File: src/rtl/hazard_ctrl_pkg.sv
// Shared types for the pipeline hazard controller: FSM states, register-index constants
// and the bundle of pipe-register control strobes.
package hazard_ctrl_pkg;

  localparam int unsigned REG_W = 4;
  localparam logic [REG_W-1:0] REG_ZERO = 4'h0;

  typedef enum logic [2:0] {
    ST_RUN   = 3'd0,
    ST_IMISS = 3'd1,
    ST_DMISS = 3'd2,
    ST_DRAIN = 3'd3,
    ST_DONE  = 3'd4
  } state_e;

  typedef struct packed {
    logic pc_freeze;
    logic if_id_freeze;
    logic if_id_flush;
    logic id_ex_freeze;
    logic id_ex_flush;
    logic ex_mem_freeze;
    logic icache_abort;
    logic done;
  } pipe_ctrl_t;

  localparam pipe_ctrl_t CTRL_IDLE = '0;
  // Back end stalled on the D-cache; MEM_WB keeps moving and takes a bubble.
  localparam pipe_ctrl_t CTRL_DMISS = '{pc_freeze: 1'b1, if_id_freeze: 1'b1, id_ex_freeze: 1'b1,
                                        ex_mem_freeze: 1'b1, default: 1'b0};
  localparam pipe_ctrl_t CTRL_LOAD_USE = '{pc_freeze: 1'b1, if_id_freeze: 1'b1, id_ex_flush: 1'b1,
                                           default: 1'b0};
  localparam pipe_ctrl_t CTRL_BRANCH = '{if_id_flush: 1'b1, default: 1'b0};
  // Front end starved (I-miss or halt drain): hold PC, feed bubbles into ID.
  localparam pipe_ctrl_t CTRL_SQUASH = '{pc_freeze: 1'b1, if_id_flush: 1'b1, default: 1'b0};
  localparam pipe_ctrl_t CTRL_DONE = '{pc_freeze: 1'b1, if_id_freeze: 1'b1, id_ex_freeze: 1'b1,
                                       ex_mem_freeze: 1'b1, done: 1'b1, default: 1'b0};

endpackage

File: src/rtl/hazard_load_use_det.sv
// Load-use detector: a load in EX whose destination is read by the instruction in ID.
module hazard_load_use_det
  import hazard_ctrl_pkg::*;
(
  input  logic             memtoreg,
  input  logic [REG_W-1:0] dst_reg,
  input  logic [REG_W-1:0] src1,
  input  logic [REG_W-1:0] src2,
  input  logic             use_src1,
  input  logic             use_src2,
  output logic             load_use_c
);

  // R0 is hard-wired zero, so a load into it never creates a dependency.
  assign load_use_c = memtoreg && (dst_reg != REG_ZERO) &&
                      ((use_src1 && (src1 == dst_reg)) || (use_src2 && (src2 == dst_reg)));

endmodule

File: src/rtl/hazard_ctrl.sv
// Pipe-register freeze/flush generator: load-use, branch, I/D-cache miss and halt drain.
// Optional stall counter enabled by defining HAZARD_STALL_CNT_EN.
module hazard_ctrl
  import hazard_ctrl_pkg::*;
#(
  parameter int unsigned CNT_W = 16
) (
  input  logic             clk,
  input  logic             rst,
  input  logic             icache_miss,
  input  logic             dcache_miss,
  input  logic             branch_taken,
  input  logic             halt_id,
  input  logic             halt_wb,
  input  logic             id_ex_memtoreg,
  input  logic [REG_W-1:0] id_ex_dstreg,
  input  logic [REG_W-1:0] if_id_src1,
  input  logic [REG_W-1:0] if_id_src2,
  input  logic             use_src1,
  input  logic             use_src2,
  output logic             pc_freeze,
  output logic             if_id_freeze,
  output logic             if_id_flush,
  output logic             id_ex_freeze,
  output logic             id_ex_flush,
  output logic             ex_mem_freeze,
  output logic             icache_abort,
  output logic             done,
  output logic [CNT_W-1:0] stall_cycles
);

  state_e     state, state_nxt;
  logic       halt_pend, halt_pend_nxt;
  pipe_ctrl_t ctrl;
  logic       load_use_c;

  hazard_load_use_det u_load_use_det (
    .memtoreg   (id_ex_memtoreg),
    .dst_reg    (id_ex_dstreg),
    .src1       (if_id_src1),
    .src2       (if_id_src2),
    .use_src1   (use_src1),
    .use_src2   (use_src2),
    .load_use_c (load_use_c)
  );

  // State register; halt_pend remembers an accepted HLT across a D-miss detour.
  always_ff @(posedge clk) begin
    if (rst) begin
      state     <= ST_RUN;
      halt_pend <= 1'b0;
    end else begin
      state     <= state_nxt;
      halt_pend <= halt_pend_nxt;
    end
  end

  // Next state and zero-latency strobes, highest-priority hazard first.
  always_comb begin
    ctrl          = CTRL_IDLE;
    state_nxt     = state;
    halt_pend_nxt = halt_pend;
    if (rst) begin
      state_nxt = ST_RUN;
    end else if (state == ST_DONE) begin
      ctrl = CTRL_DONE;
    end else if (dcache_miss) begin
      ctrl      = CTRL_DMISS;
      state_nxt = ST_DMISS;
    end else if (halt_pend) begin
      ctrl = CTRL_SQUASH;
      if (halt_wb) begin
        state_nxt = ST_DONE;
      end else if ((state != ST_DRAIN) && icache_miss) begin
        state_nxt = ST_IMISS;
      end else begin
        state_nxt = ST_DRAIN;
      end
    end else if (load_use_c) begin
      ctrl      = CTRL_LOAD_USE;
      state_nxt = ((state == ST_RUN) || !icache_miss) ? ST_RUN : ST_IMISS;
    end else if (branch_taken) begin
      ctrl              = CTRL_BRANCH;
      ctrl.icache_abort = (state == ST_IMISS);
      state_nxt         = ST_RUN;
    end else if (icache_miss) begin
      ctrl      = CTRL_SQUASH;
      state_nxt = ST_IMISS;
    end else if (halt_id) begin
      state_nxt     = ST_DRAIN;
      halt_pend_nxt = 1'b1;
    end else begin
      state_nxt = ST_RUN;
    end
  end

  assign pc_freeze     = ctrl.pc_freeze;
  assign if_id_freeze  = ctrl.if_id_freeze;
  assign if_id_flush   = ctrl.if_id_flush;
  assign id_ex_freeze  = ctrl.id_ex_freeze;
  assign id_ex_flush   = ctrl.id_ex_flush;
  assign ex_mem_freeze = ctrl.ex_mem_freeze;
  assign icache_abort  = ctrl.icache_abort;
  assign done          = ctrl.done;

`ifdef HAZARD_STALL_CNT_EN
  logic [CNT_W-1:0] stall_cnt;

  // Saturating count of hazard stalls; halt drain and DONE are not stalls.
  always_ff @(posedge clk) begin
    if (rst) begin
      stall_cnt <= '0;
    end else if (ctrl.pc_freeze && (state inside {ST_RUN, ST_IMISS, ST_DMISS}) &&
                 (stall_cnt != {CNT_W{1'b1}})) begin
      stall_cnt <= stall_cnt + CNT_W'(1);
    end
  end

  assign stall_cycles = stall_cnt;
`else
  assign stall_cycles = '0;
`endif

endmodule

File: config.mk
export PLATFORM = sky130hd
export DESIGN_NAME = hazard_ctrl
export DESIGN_NICKNAME = d
export VERILOG_FILES = /design/src/rtl/hazard_ctrl_pkg.sv /design/src/rtl/hazard_load_use_det.sv /design/src/rtl/hazard_ctrl.sv
export SDC_FILE = /design/constraint.sdc
export NUM_CORES = 1
export LEC_CHECK = 0
export ABC_AREA = 1
export CORE_MARGIN = 1
export CORE_UTILIZATION = 33
export DETAILED_ROUTE_END_ITERATION = 10
export PLACE_DENSITY = 0.79
export SLEW_MARGIN = 5
export SYNTH_ARGS = -nofsm -noshare
export SYNTH_HDL_FRONTEND = slang
export SYNTH_HIERARCHICAL = 1
export SYNTH_SLANG_ARGS = --single-unit
export TNS_END_PERCENT = 10
File: constraint.sdc
create_clock -name clk -period 1.2 [get_ports clk]
set_input_delay 0.18 -clock clk [delete_from_list [all_inputs] [get_ports clk]]
set_output_delay 0.18 -clock clk [all_outputs]
set_load 0.02 [all_outputs]
==> results <==
[worst max-delay path: stages]
cell             delay [ns]
clkdlybuf4s15_2        0.19
xnor2_2                0.14
nand3_2                0.11
a21oi_4                0.24
nand2_2                0.09
a21oi_2                0.16
buf_6                  0.13
[power groups by stage]
stage	clock network (mW)	logic (mW)	registers [mW]
final	0.161	0.358	0.147
after floorplan	0	0.198	0.146
after global placement	0	0.305	0.145
after detailed placement	0	0.314	0.145
after global routing	0.179	0.390	0.147
after CTS	0.169	0.329	0.147
[logic make-up after synthesis]
group | share of synthesized area (%)
AND/OR/NAND/NOR | 38.53
buffers and inverters | 30.74
AO/OA/AOI/OAI | 14.14
flip-flops | 13.12
XOR/XNOR | 2.869
other | 0.6142
[path summary, 6_finish.rpt]
kind | to | depth (start not counted) | slack [ns] | from
worst max-delay path | if_id_freeze | 7 | -0.23 | if_id_src1[2]
worst min-delay path | state[2] | 4 | 0.47 | dcache_miss
worst max register to register | state[0] | 7 | 0.21 | state[1]
worst min register to register | state[0] | 2 | 0.58 | halt_pend
[through the flow]
step | total power [mW] | instance area, µm² | setup WS [ns] | utilization (%) | cells
2_1_floorplan | 0.3434 | 679.4 | -0.05411 | - | 121
3_3_place_gp | 0.4505 | 982.2 | -1.107 | 56.88 | 172
3_5_place_dp | 0.4595 | 982.2 | -1.176 | 56.88 | 172
4_1_cts | 0.6449 | 1045 | -0.2160 | 60.51 | 177
5_1_grt | 0.7163 | 1114 | -0.2834 | 64.49 | 177
6_report | 0.6668 | 1114 | -0.2281 | 64.49 | 177
[layer usage]
layer / vias up / part of all wire, %
li1: 392 / -
met1: 354 / 37
met2: 33 / 58
met3: 0 / 5.3
met4: 0 / 0
met5: - / 0
[synth_stat cells, drive strengths merged]
| library cell | count |
|---|---|
| clkbuf | 1 |
| o21ai | 3 |
| conb | 1 |
| nand4 | 2 |
| buf | 17 |
| nand2 | 27 |
| nor2 | 16 |
| or2 | 1 |
| xnor2 | 2 |
| nand3 | 7 |
| a21oi | 8 |
| a31oi | 1 |
| dfxtp | 4 |
| o22ai | 1 |
| inv | 15 |
[area by class of cell]
type | instances | area [µm²] | area share (%)
repair buffers | 46 | 399.1 | 35.84
flip-flops and latches | 4 | 82.58 | 7.416
clock buffers | 3 | 22.52 | 2.022
multi-input cells | 84 | 514.2 | 46.18
inverters | 15 | 63.81 | 5.730
well taps | 25 | 31.28 | 2.809
[timing repair]
| action | in CTS | in global routing |
|---|---|---|
| setup endpoints to repair | 11 | 10 |
| gates cloned | 0 | 0 |
| gates resized for setup | 125 | 24 |
| pin swaps | 25 | 19 |
| setup buffers | 2 | 0 |
[flip-flops by register name (all words and copies together), names as in the netlist]
signal / cells
halt_pend: 1
state: 3
[cells in the final DEF, fill, tap and decap left out]
master / n
inv_1: 6
o22ai_2: 1
dlygate4sd2_1: 3
nand3_1: 4
nand3_2: 3
inv_4: 3
o21ai_2: 3
or2_1: 1
a21oi_2: 4
a31oi_2: 1
clkbuf_4: 3
buf_8: 2
a21oi_4: 2
nor2_4: 2
conb_1: 16
clkdlybuf4s15_2: 1
nand2_1: 14
xnor2_2: 2
clkdlybuf4s50_1: 4
nor2_2: 6
clkdlybuf4s15_1: 1
nand4_1: 2
buf_6: 9
a21oi_1: 2
nor2_1: 8
buf_2: 6
dfxtp_2: 2
inv_2: 6
dfxtp_1: 2
buf_4: 20
nand2_2: 13
==> run_results.csv <==
group,metric,value,unit
run_status,status,"complete, but fails checks",
run_status,violations,"setup timing",
sta,skew,0.003114,ns
grt,grt_start_max_net_pins,8,
detailed_routing,first_iter_violations,3,
layout,fin_nets,176,
detailed_routing,dr.pass1.iters,2,
layout,antenna_cells,0,
placed_design,hpwlAfterDp,1371,µm
clocking,cts-root-buf,"clkbuf_4",
detailed_routing,detail-route-antenna-nets,0,
clocking,cts_buffers,3,
logic_synthesis,synth.area.top_cells,"buf_4 21%, nand2_1 14%, dfxtp_1 13%",
logic_synthesis,syn_avg_cell_area,5.760,µm²
detailed_routing,drt-total-wl,1685,µm
logic_synthesis,synth_warnings,6,
clocking,cts_tree,"built",
worst_setup_path,end_kind,"primary output",
grt,grt-ovfl-total,0,
pwr,p_int,0.4153,mW
sta,hold-worst-slack,0.4692,ns
grt,grt_pass1_vias,738,
sta,fin_crit,1.428,ns
floorplanning,start_util,35.36,%
detailed_routing,drt-vias-per-instance,4.401,
logic_synthesis,synth_top_area_cell,"buf_4",
detailed_routing,post_drt_wl_per_cell,9.520,µm
grt,grt_pass1_wl,2856,µm
detailed_routing,route.detailed.drc,0,
grt,busiest_layer,"met2",
worst_setup_path,path_max_fanout,5,
layout,syn2layout_area_growth,82.38,%
pwr,combinationalPowerShare,53.7,%
sta,setup_viol_count_final,9,
floorplanning,die-height,45.02,µm
pwr,power_density,598.8,mW/mm²
sta,rsz0062_at_grt,"yes",
pwr,p_switching,0.2515,mW
placed_design,gp_congestion,0.8339,
grt,antenna_found_initial,0,
pwr,p_leak,0.5523,nW
worst_setup_path,path_class,"input port to primary output",
grt,grt_usage,19.00,%
clocking,clk_pin_slew,0.04,ns
pwr,peakVddDrop,378.2,µV
clocking,clockBufferDepth,2,
worst_setup_path,arrival,1.25,ns
worst_setup_path,critPathLaunchType,"input port",
sta,hold_viol_final,0,
placed_design,portBuffers,29,
clocking,cts_max_level,1,
run,drv_cap,0,
worst_setup_path,worstPathRequired,1.02,ns
floorplanning,core-area,0.001727,mm²
pwr,p_sw_share,37.72,%
sta,setup_ws,-0.2281,ns
logic_synthesis,synth-seq-cells,4,
floorplanning,die-area,0.002026,mm²
floorplanning,pin_count,46,
clocking,hold_buffers,0,
layout,num-fill-cells,171,
hold_path,hold_class,"input port to register",
logic_synthesis,syn_area,610.6,µm²
grt,grt_use_met3,3.200,%
logic_synthesis,syn_inst,106,
grt,use_met2,37.97,%
logic_synthesis,yosysUniqueCellTypes,20,
grt,grt_use_met1,19.02,%
floorplanning,placementRows,15,
sta,finalCritPeriodShare,119.0,%
layout,final_layout_size_suffix_gt1_share,58.55,%
clocking,clkLatencyLatePin,0.23,ns
floorplanning,fp.dieW,45.02,µm
sta,fmax,0.7003,GHz
clocking,clock_sinks,4,
pwr,p_seq_share,22.1,%
logic_synthesis,yosysTopAreaCellShare,20.90,%
sta,finalSetupTns,-1.429,ns
pwr,pwr-share-clk,24.2,%
detailed_routing,num_vias,779,
logic_synthesis,ys_seq_area_share,13.11,%
sta,slew_viol_final,0,
Note: power is estimated with default switching activity, not from simulation.
